File: src/rtl/icache_direct_mapped_pkg.sv
// icache_direct_mapped_pkg: shared FSM encodings, address field positions and line types for the instruction cache
package icache_direct_mapped_pkg;
  localparam int NUM_BLOCKS = 8;
  localparam int WORDS_PER_BLOCK = 4;
  localparam int ADDR_W = 10;
  localparam int IDX_W = $clog2(NUM_BLOCKS);
  localparam int TAG_W = ADDR_W - 7;
  localparam int BLOCK_W = 128;
  localparam int TAG_HI = 9;
  localparam int TAG_LO = 7;
  localparam int IDX_HI = 6;
  localparam int IDX_LO = 4;
  localparam int WORD_HI = 3;
  localparam int WORD_LO = 2;
  typedef enum logic [1:0] {IDLE = 2'd0, MEM_READ = 2'd1, UPDATE = 2'd2} state_t;
  typedef logic [WORDS_PER_BLOCK-1:0][31:0] line_t;
endpackage

File: src/rtl/icache_line_array.sv
// icache_line_array: data/tag/valid storage; clk, clr clears valid, we writes line/tag at wr_idx, rd_* combinational at rd_idx
module icache_line_array
  import icache_direct_mapped_pkg::*;
(
  input  logic             clk,
  input  logic             clr,
  input  logic [IDX_W-1:0] rd_idx,
  input  logic             we,
  input  logic [IDX_W-1:0] wr_idx,
  input  logic [TAG_W-1:0] wr_tag,
  input  line_t            wr_line,
  output line_t            rd_line,
  output logic [TAG_W-1:0] rd_tag,
  output logic             rd_valid
);
  line_t            data [NUM_BLOCKS];
  logic [TAG_W-1:0] tags [NUM_BLOCKS];
  logic [NUM_BLOCKS-1:0] valid;
  always_ff @(posedge clk) begin
    if (clr) valid <= '0;
    else if (we) valid[wr_idx] <= 1'b1;
    if (we) begin
      data[wr_idx] <= wr_line;
      tags[wr_idx] <= wr_tag;
    end
  end
  assign rd_line = data[rd_idx];
  assign rd_tag = tags[rd_idx];
  assign rd_valid = valid[rd_idx];
endmodule

File: src/rtl/icache_direct_mapped.sv
// icache_direct_mapped: direct-mapped I-cache; ADDRESS in, READDATA/BUSYWAIT to CPU, mem_read/mem_address/mem_readdata/mem_busywait block fill port
module icache_direct_mapped
  import icache_direct_mapped_pkg::*;
(
  input  logic               CLK,
  input  logic               RESET,
  input  logic [ADDR_W-1:0]  ADDRESS,
  output logic [31:0]        READDATA,
  output logic               BUSYWAIT,
  output logic               mem_read,
  output logic [5:0]         mem_address,
  input  logic [BLOCK_W-1:0] mem_readdata,
  input  logic               mem_busywait
);
  state_t state, next;
  logic [5:0] fill_addr;
  line_t fill_data, rd_line;
  logic [TAG_W-1:0] rd_tag;
  logic rd_valid, hit, unused;
  assign unused = ^ADDRESS[1:0];
  icache_line_array u_lines (
    .clk(CLK),
    .clr(RESET),
    .rd_idx(ADDRESS[IDX_HI:IDX_LO]),
    .we(state == UPDATE && !RESET),
    .wr_idx(fill_addr[IDX_W-1:0]),
    .wr_tag(fill_addr[5:IDX_W]),
    .wr_line(fill_data),
    .rd_line(rd_line),
    .rd_tag(rd_tag),
    .rd_valid(rd_valid)
  );
  assign hit = rd_valid && rd_tag == ADDRESS[TAG_HI:TAG_LO];
  assign READDATA = rd_line[ADDRESS[WORD_HI:WORD_LO]];
  always_comb begin
    next = state == IDLE ? (hit ? IDLE : MEM_READ) : state == MEM_READ ? (mem_busywait ? MEM_READ : UPDATE) : IDLE;
    BUSYWAIT = !RESET && (state != IDLE || !hit);
    mem_read = !RESET && state == MEM_READ;
    mem_address = mem_read ? fill_addr : 6'd0;
  end
  always_ff @(posedge CLK) begin
    if (RESET) begin
      state <= IDLE;
      fill_addr <= '0;
    end else begin
      state <= next;
      if (state == IDLE && !hit) fill_addr <= ADDRESS[TAG_HI:IDX_LO];
    end
    if (state == MEM_READ && !mem_busywait) fill_data <= mem_readdata;
  end
endmodule

File: config.mk
export PLATFORM = sky130hd
export DESIGN_NAME = icache_direct_mapped
export DESIGN_NICKNAME = d
export VERILOG_FILES = /design/src/rtl/icache_direct_mapped_pkg.sv /design/src/rtl/icache_line_array.sv /design/src/rtl/icache_direct_mapped.sv
export SDC_FILE = /design/constraint.sdc
export NUM_CORES = 1
export LEC_CHECK = 0
export ABC_AREA = 1
export ABC_CLOCK_PERIOD_IN_PS = 7600
export BUFFER_PORTS_ARGS = -buffer_cell sky130_fd_sc_hd__buf_2
export CORE_ASPECT_RATIO = 0.7
export CORE_MARGIN = 5
export CORE_UTILIZATION = 55
export DETAILED_ROUTE_END_ITERATION = 8
export PLACE_DENSITY_LB_ADDON = 0.12
export REMOVE_ABC_BUFFERS = 1
export SYNTH_ARGS = -nofsm -noshare
export SYNTH_HDL_FRONTEND = slang
export SYNTH_SLANG_ARGS = --single-unit
File: constraint.sdc
create_clock -name CLK -period 7.6 [get_ports CLK]
set_input_delay 1.52 -clock CLK [delete_from_list [all_inputs] [get_ports CLK]]
set_output_delay 1.52 -clock CLK [all_outputs]
set_load 0.01 [all_outputs]
# After elaboration in Yosys (flattened, before gate mapping)
# Memories as Yosys holds them, arrays and structs flattened.
# Cells that the tools add are included.
[word_totals]
reg_bits = 144
latchBits = 0
ram_bits = 1048
romBits = 0
inputBits = 141
out_inout_bits = 40
elab_cells = 43
n_memories = 2
[mem_list]
columns = ["name", "words", "width", "rd", "rd_ports_with_merged_regs", "write_ports", "line", "rtl"]
rows = [
  ["u_lines.data", 8, 128, 1, 0, 1, "icache_line_array.sv:16", "line_t data [NUM_BLOCKS];"],
  ["u_lines.tags", 8, 3, 1, 0, 1, "icache_line_array.sv:17", "logic [TAG_W-1:0] tags [NUM_BLOCKS];"],
]
[op_classes]
n_addsub = 0
mul = 0
n_div = 0
magnitude_cmp = 4
eq_ne = 3
shift = 0
n_mux = 13
n_bitwise = 1
reduce_logical = 13
[ops]
columns = ["cell", "count"]
rows = [
  ["32-bit binary-select mux with 2-bit select", 1],
  ["32-bit two-way mux", 1],
  ["3-bit by 4-bit less-than comparator with 1-bit output, second input constant", 2],
  ["8-bit bitwise OR", 1],
  ["1-bit logical AND", 7],
  ["2-bit two-way mux", 3],
  ["6-bit two-way mux", 1],
  ["1-bit two-way mux", 5],
  ["1-bit binary-select mux with 3-bit select", 1],
  ["1-bit demux with 3-bit select", 1],
  ["3-bit equality test", 1],
  ["3-bit by 1-bit >= comparator with 1-bit output, second input constant", 1],
  ["1-bit logical NOT", 3],
  ["2-bit by 3-bit less-than comparator with 1-bit output, second input constant", 1],
  ["2-bit by 1-bit equality test with 1-bit output, second input constant", 1],
  ["2-bit equality test, second input constant", 1],
  ["2-bit logical NOT", 1],
  ["2-bit nonzero test", 1],
  ["1-bit logical OR", 1],
]

# Depth between registers and ports, before layout
# Gate-level depths: netlist of run 1.
[logic_depth]
ltp_word = 6
ltp_mapped = 15
ltp_nobuf = 13

# Hierarchy
# Synthesis of run 1 repeated with hierarchy kept, for this count alone.
[unflattened]
hier_cells = 4990
hier_area_um2 = 51693.3
[modules_own_cells]
columns = ["mod", "n_inst", "cells_each", "area_per_inst_um2", "seq_area_each_um2"]
rows = [
  ["icache_line_array", 1, 4599, 46517.1, 31630.3],
  ["icache_direct_mapped", 1, 391, 5176.2, 4003.8],
]

# Least setup slack after synthesis of run 1
# Ideal clock, no wire load.
[synth_path]
path_type = "input -> register"
start = "input port RESET"
end = "memory u_lines.data[1][0] in the netlist's numbering, enable pin"
arrival_time_ps = 7384
setup_slack_ps = -408
stages = 5
path_buffers = 0
path_cell_list = "nor3_1 -> inv_1 -> nor2_1 -> inv_1 -> nor2_1"
[synth_via]
elab_chain_cells = 4
[synth_lines]
columns = ["item", "line", "rtl"]
rows = [
  ["from (decl)", "icache_direct_mapped.sv:6", "input logic RESET,"],
  ["1-bit logical NOT", "icache_direct_mapped.sv:25", ".we(state == UPDATE && !RESET),"],
  ["1-bit logical AND", "icache_direct_mapped.sv:25", ""],
  ["1-bit two-way mux", "icache_line_array.sv:22", "if (we) begin"],
  ["1-bit two-way mux (implied by the code)", "icache_line_array.sv:23", "data[wr_idx] <= wr_line;"],
  ["to (decl)", "icache_line_array.sv:16", ""],
]
# Every way passes these cells.

# Worst setup path in the final report of run 1
[layout_path]
start = "input port ADDRESS[4]"
end = "output port READDATA[3]"
[layout_via]
elab_chain_cells = 3
[layout_lines]
columns = ["item", "line", "rtl"]
rows = [
  ["from (decl)", "icache_direct_mapped.sv:7", "input logic [ADDR_W-1:0] ADDRESS,"],
  ["memory 8 x 128 bit", "n/a", ""],
  ["32-bit binary-select mux with 2-bit select", "icache_direct_mapped.sv:34", "assign READDATA = rd_line[ADDRESS[WORD_HI:WORD_LO]];"],
  ["32-bit two-way mux (implied by the code)", "icache_direct_mapped.sv:34", ""],
  ["to (decl)", "icache_direct_mapped.sv:8", "output logic [31:0] READDATA,"],
]
# Every way passes these cells. The select of a mux whose other input is x is not followed.

==> results of run 1 <==
metrics by stage:
step	setup TNS, ns	hold slack, ns	instances	setup slack (ns)
2_1_floorplan	-428.23	0.440	2954	-0.408
4_1_cts	0	0.474	4451	1.90
6_report	0	0.475	4452	1.85
5_1_grt	0	0.513	4452	1.63
3_5_place_dp	0	0.458	4250	1.90
3_3_place_gp	0	0.451	4250	2.00
worst max-delay path: stages:
cell	delay [ns]
buf_8	0.20
inv_8	0.71
buf_4	0.45
o21ai_0	0.14
o22ai_1	0.19
nor2_1	0.07
nor2_1	0.11
o21ai_1	0.11
nand2_1	0.10
nor2_1	0.04
a21oi_1	0.25
buf_2	0.19
layout make-up:
class / instances / area, µm²
flip-flops and latches: 1192 / 35600
fillers: 5958 / 31500
multi-input cells: 1710 / 8550
clock buffers: 140 / 2890
repair buffers: 216 / 1380
well taps: 1080 / 1350
clock inverters: 61 / 552
inverters: 52 / 215
diodes: 1 / 2.50
final timing paths:
| path | startpoint | to | cells past startpoint |
|---|---|---|---|
| worst max-delay path | ADDRESS[4] | READDATA[3] | 12 |
| worst min-delay path | u_lines.valid[4] | u_lines.valid[4] | 2 |
| worst max register to register | state[1] | u_lines.data[4][97] | 7 |
| worst min register to register | u_lines.valid[4] | u_lines.valid[4] | 2 |
metal layers:
layer  up-vias  global-route usage (%)
li1      12300                       -
met2      1079                    40.3
met3       213                    3.41
met1     13900                    33.2
met4         0                    7.54
met5         -                       0
kinds of logic after synthesis:
kind of cell / count (synthesis) / synth area share (%)
DFF: 1192 / 78.7
and+or+nand+nor: 835 / 7.20
buffers and inverters: 279 / 2.60
AOI/OAI and AO/OA: 875 / 11.5
registers in the layout, summed over array words and instances, names as in the netlist:
signal	count
fill_addr	6
fill_data	128
state	2
u_lines.data	1024
u_lines.tags	24
u_lines.valid	8
synth_stat cells:
cell type / count / area, µm²
a21oi_1: 51 / 255
a31oi_1: 32 / 200
buf_1: 7 / 26.3
buf_2: 57 / 285
buf_4: 8 / 60.1
buf_6: 4 / 45.0
clkbuf_1: 151 / 567
dfxtp_1: 16 / 320
edfxtp_1: 1176 / 35300
inv_1: 51 / 191
inv_2: 1 / 3.75
nand2_1: 96 / 360
nand3_1: 97 / 485
nor2_1: 640 / 2400
nor2_2: 1 / 6.26
nor3_1: 1 / 5.00
o21ai_0: 528 / 2640
o21ai_1: 14 / 70.1
o221ai_1: 196 / 1720
o22ai_1: 54 / 338
cell usage in the layout (no fill, tap or decap), types with 15 or more instances in the layout:
cell type  count
nor2_1       631
edfxtp_1    1176
o22ai_1       54
clkinv_1      31
o21ai_0      528
dfxtp_1       16
clkbuf_1      29
clkbuf_16    111
buf_2        175
a21oi_1       51
a31oi_1       32
nand3_1       97
buf_4         24
nand2_1       96
inv_1         47
o221ai_1     196
buf_12        15
power by group:
part	internal, mW	leakage [nW]	switching (mW)	total (mW)
sequential	7.33	10.7	0.0928	7.43
combinational	0.189	3.88	0.470	0.659
clock	3.01	1.67	2.28	5.29
total	10.5	16.3	2.84	13.4
==> results.md, run 1 <==
Outcome:
- The flow ran to the end, and the final reports show no timing, DRC or antenna violations.

Clock network:
- The H-tree depth is 3.
- The number of buffers inserted during clock tree synthesis is ~110.
- The post-CTS setup buffer count is 0.
- In this run the clock root is driven by a clkbuf_16.
- TritonCTS built the clock tree.
- After clock tree synthesis, the repair step resized 0 gates.
- The clock drives roughly 1200 sinks.
- The latest clock arrival within the worst-skew pair is about 0.68 ns.
- Clock-pin slew was measured on the worst setup and hold paths at 0.06 ns.
- The number of buffers on the longest clock path is 3.
- After clock tree synthesis, the flow added hold-fix buffers numbering 0.

Global routing:
- The first global-routing pass estimated 163000 µm of wire.
- The number of antenna violations at the first check in global routing came to 2.
- The remaining global-route overflow is 0.
- Entering global routing, the biggest net connects between 150 and 200 pins.
- The total routing resource utilization after global routing is approximately 24%.
- The number of global-route vias before repair was approximately 27000.

Worst setup path:
- STA classifies the critical path startpoint as an input pin.
- STA classifies the critical path endpoint as an output pin.
- STA puts the critical path data required time at between 6 and 7 ns.
- The worst reg-to-reg setup slack is approximately 4.7 ns.
- Data arrives at the worst endpoint at 4.23 ns.
- The top fanout value on the critical path is ~160.
- The setup path with the least slack is of type input pin to output pin.

Job:
- Max-cap violations in this run came to 0.

Logic synthesis:
- The Yosys step of the flow raised 0 warnings.
- Summing the sequential cell areas from Yosys gives roughly 80% of the chip area.
- Counting every instance in the synthesized netlist gives about 3200.
- The number of synthesized register bits is around 1200.
- The average instance in the mapped netlist occupies ~14 µm².
- Summing every instance area after synthesis gives about 45000 µm².
- The post-synthesis cell type count is 20.

Power and ir drop:
- The total power divided by cell area is between 200 and 300 nW/µm².
- The power after layout is roughly 13 mW.
- The leakage power total is 16.3 nW.
- VDD sags by at most 0.166 mV.

Drt:
- In the final routed layout, each cell accounts on average for between 20 and 25 µm.
- The detail route stage leaves a number of antenna-violating nets equal to 0.
- The total wire length is around 110000 µm.
- The number of design-rule violations left by the first detailed-router iteration is between 2000 and 2500.
- In the routed design, unresolved DRC markers number 0.
- The total met3 wirelength after detailed routing is 7090 µm.
- Using the TritonRoute via totals, the vias-per-cell ratio works out to ~6.
- The highest routing layer actually used is met4.
- For this run, the detailed router's first-pass iteration total came to 5.
- For this block, wires on met1 add up to 45400 µm.
- The total number of vias is 27400.
- The met2 wirelength from detailed routing is 52800 µm.

STA:
- The maximum achievable frequency is between 150 and 200 MHz.
- Subtracting the final worst setup slack from the clock period gives ~5.8 ns.
- The number of failing hold endpoints at the final stage is 0.
- The ratio of final minimum period to clock period is between 70% and 80%.
- The final-report setup violation count is 0.
- The number of pins exceeding their max-slew limit in the final report is 0.
- Across the routed clock network, the largest skew measured is approximately 0.017 ns.
- Setup repair after global routing left no endpoint under its margin.
- The relative slew slack is between 20% and 30%.
- At the pin with the least slew margin, the transition time is between 1 and 1.5 ns.

Finish:
- The area overhead of the layout relative to synthesis is 11.7%.
- After the last flow step, the layout net total stands at 3422.
- Cells fill 61.7% of the core in the end.
- Cells with a size suffix above 1 make up between 10% and 20% of the layout.
- With fillers left out, the area of the finished cells amounts to approximately 51000 µm².

Placed design:
- The congestion estimate from routability-driven global placement came to 0.734.
- Input and output buffers added on the ports amount to 178.
- The placed wire-length estimate is 49500 µm.
- The cell area after placement is 47100 µm².

Floorplan:
- The area inside the core boundary is a little over 80000 µm².
- The area of the die is roughly 88000 µm².
- In this run the core area contains between 80 and 90 standard-cell rows.
- The overall die width is between 300 and 400 µm.
- The count of pins on the block boundary is ~180.
- The vertical die dimension is about 250 µm.
- Once the floorplan was initialized, standard cells occupied about 55% of the core.

Hold path:
- The type of the most critical hold path is register to register.
Power figures use the tool's default switching activity.
==> inputs of run 2 (changes only) <==
- ABC_CLOCK_PERIOD_IN_PS: 7600 -> 5100
- clock period: 7.6 -> 5.1 ns (I/O delays scaled with it)
==> run 2 against run 1 <==
- worst hold slack better by 0.0098 ns
- sequential power increased by 49%
- critical endpoint is now READDATA[0]
- non-clock buffer count is 30 higher
==> results.md, run 2 (synthesis gave the netlist of run 1 again) <==
Outcome:
- Status: complete, no violations (unchanged).

Placed design:
- The number of buffers inserted by port buffering is 178 (unchanged).
- The cell area after placement was 47500 µm² (was 47100 µm²).
- The number of placed instances with taps included came to 4280 (was 4250).
- The final estimated routing congestion in global placement is 0.736 (was 0.734).
- The worst setup timing slack at the placement stage is 0.707 ns (was 1.90 ns).
- The placed wire-length estimate was 52400 µm (was 49500 µm).

Power and ir drop:
- The total power divided by cell area is 395 nW/µm² (was 264 nW/µm²).
- The leakage power total is 16.6 nW (was 16.3 nW).
- The power after layout is 20.2 mW (was 13.4 mW).
- The maximum vdd drop is 0.285 mV (was 0.166 mV).

Finish:
- The final standard cell utilization of the core was 62.3% (was 61.7%).
- The register with the most flip-flops is u_lines.data (unchanged).
- The net count reported at finish came to 3451 (was 3422).
- The post-route cell area is 51100 µm² (was 50600 µm²).
- Largest registers in the final layout: u_lines.data (1024), fill_data (128), u_lines.tags (24) (unchanged).
- The fraction of layout instances using a drive strength above 1 is 12.4% (was 11.0%).
- The total area of sequential cells is 35600 µm² (unchanged).
- The leading cell type in the layout, fill and taps excluded is edfxtp_1 (unchanged).
- The area overhead of the layout relative to synthesis is 12.8% (was 11.7%).
- The count of filler cells inserted in the layout is 5872 (was 5958).
- The filler-free cell count of the finished design is 4477 (was 4452).
- The number of flip-flops under the largest register name is 1024 (unchanged).
- Top library cells by usage in the layout, fill and taps aside: edfxtp_1 (1176), nor2_1 (631), o21ai_0 (528) (unchanged).
- The area of the multi-input gates is 8550 µm² (unchanged).

Worst setup path:
- The top fanout value on the critical path is 80 (was 157).
- The startpoint of the worst-slack reg-to-reg timing path is state[1] (unchanged).
- The data required time of the critical path was 4.08 ns (was 6.08 ns).
- The number of buffer and inverter stages on the critical path is 5 (was 4).
- The delay of the slowest cell on the worst path was 0.59 ns (was 0.71 ns).
- The worst reg-to-reg setup slack came to 2.63 ns (was 4.65 ns).
- The number of cell instances on the worst register-to-register path came to 7 (unchanged).
- The reg-to-reg critical path endpoint is u_lines.data[7][28] (was u_lines.data[4][97]).
- The endpoint of the worst setup timing path is READDATA[0] (was READDATA[3]).
- Crit path cell chain: buf_6, inv_6, buf_12, buf_4, o21ai_0, o221ai_1, nand3_1, nand2_1, nor2_1, a21oi_1, buf_2 (was buf_8, inv_8, buf_4, o21ai_0, o22ai_1, nor2_1, nor2_1, o21ai_1, nand2_1, nor2_1, a21oi_1, buf_2).
- The number of stages on the worst setup path is 11 (was 12).
- The library cell contributing the largest single delay on the critical path is inv_6 (was inv_8).
- The origin of the worst setup path is ADDRESS[5] (was ADDRESS[4]).
- The critical path arrival is 3.35 ns (was 4.23 ns).
- The critical path's top delay family is buffers and inverters (unchanged).
- The startpoint kind of the worst setup timing path is an input pin (unchanged).
- The type of the worst setup path is input pin to output pin (unchanged).
- The critical path capture point type is an output pin (unchanged).

Global routing:
- The number of global-route vias before repair is 27400 (about the same).
- The total routing resource utilization after global routing is 23.9% (was 24.0%).
- The number of antenna violations at the first check in global routing is 2 (unchanged).
- The remaining global-route overflow is 0 (unchanged).
- The maximum number of pins on one net before global-route repair is 135 (was 171).
- The first-pass GRT wire length is 162000 µm (was 163000 µm).

STA:
- The transition time of the tightest slew-check pin is 1.03 ns (was 1.09 ns).
- The final worst setup slack is 0.726 ns (was 1.85 ns).
- The final-report setup violation count was 0 (unchanged).
- The setup TNS after final layout is 0 ns (unchanged).
- Unrepaired setup endpoints after global routing: no (unchanged).
- The final critical path time including I/O delays and setup is between 4 and 5 ns.
- The number of failing hold endpoints at the final stage is 0 (unchanged).
- The number of pins exceeding their max-slew limit in the final report was 0 (unchanged).
- The worst hold-check slack is 0.485 ns (was 0.475 ns).
- The ratio of final minimum period to clock period is roughly 86%.
- The final setup skew came to 0.0256 ns (was 0.0173 ns).
- The maximum achievable frequency is 229 MHz.
- The relative slew slack is 31.6% (was 27.1%).

Hold path:
- The type of the most critical hold path is register to register (unchanged).
- The startpoint of the lowest-slack hold path is u_lines.valid[4] (unchanged).

Floorplan:
- The starting utilization of the core area is 55.2% (unchanged).
- The area inside the core boundary was 82000 µm² (unchanged).
- The standard-cell row count is 88 (unchanged).
- The count of pins on the block boundary came to 181 (unchanged).
- The overall die width is 353 µm (unchanged).
- The area of the die came to 88300 µm² (unchanged).
- The vertical die dimension is 250 µm (unchanged).

Drt:
- The length of the first detailed-routing pass in iterations is 6 (was 5).
- The remaining number of nets flagged by the antenna check after routing is 0 (unchanged).
- The post-detailed-route via-to-cell ratio came to 6.10 (was 6.16).
- The average wire per cell in the routed design was 24.1 µm (was 24.3 µm).
- The total number of vias is 27300 (was 27400).
- The number of design-rule violations left by the first detailed-router iteration is 2479 (was 2457).
- The total wire length is 108000 µm (about the same).
- The number of design rule violations left after detail routing is 0 (unchanged).

Clock network:
- The latest clock arrival within the worst-skew pair came to 0.68 ns (about the same).
- The number of buffers on the longest clock path is 3 (unchanged).
- The post-cts repair resize count is 0 (unchanged).
- The H-tree depth came to 3 (unchanged).
- The buffer type at the clock tree root is clkbuf_16 (unchanged).
- The TritonCTS clock tree is done (unchanged).
- The count of clock tree sinks is 1192 (unchanged).
- The post-CTS setup buffer count is 0 (unchanged).
- The quantity of hold-fixing buffers added after cts is 0 (unchanged).
- The number of buffers inserted during clock tree synthesis is 108 (was 109).
- The clock transition at the register clock pins on the worst setup and hold paths after CTS was 0.06 ns (about the same).

Job:
- The number of maximum-capacitance violations is 0 (unchanged).
[run 2: area by class of cell]
cell class	count	area share [%]
flip-flops and latches	1192	69.7
multi-input cells	1710	16.7
clock buffers	128	5.62
repair buffers	246	3.51
well taps	1080	2.64
clock inverters	68	1.35
inverters	52	0.416
diodes	1	0.00490
[run 2: worst min-delay path, stage by stage, from the launching register on]
cell and delay (ns):
dfxtp_1 0.33, nor2_1 0.05, nor2_1 0.07
[run 2: worst min path at each step]
stage                                  end  slack (ns)  cells past startpoint
after floorplan           u_lines.valid[7]        0.44                      2
after global placement    u_lines.valid[0]        0.45                      2
after detailed placement  u_lines.valid[4]        0.47                      2
after CTS                   fill_data[105]        0.47                      1
after global routing        fill_data[105]        0.48                      1
final                     u_lines.valid[4]        0.48                      2
[run 2: per-layer routing]
layer / wire length [µm] / global-route usage, %
met1: 45600 / 33.3
met2: 52500 / 39.9
met3: 7340 / 3.74
met4: 2420 / 6.75
met5: 0 / 0
[run 2: power by group]
group	switching [mW]	total (mW)	internal (mW)
combinational	0.698	1.00	0.305
sequential	0.143	11.1	10.9
clock	3.44	8.11	4.66
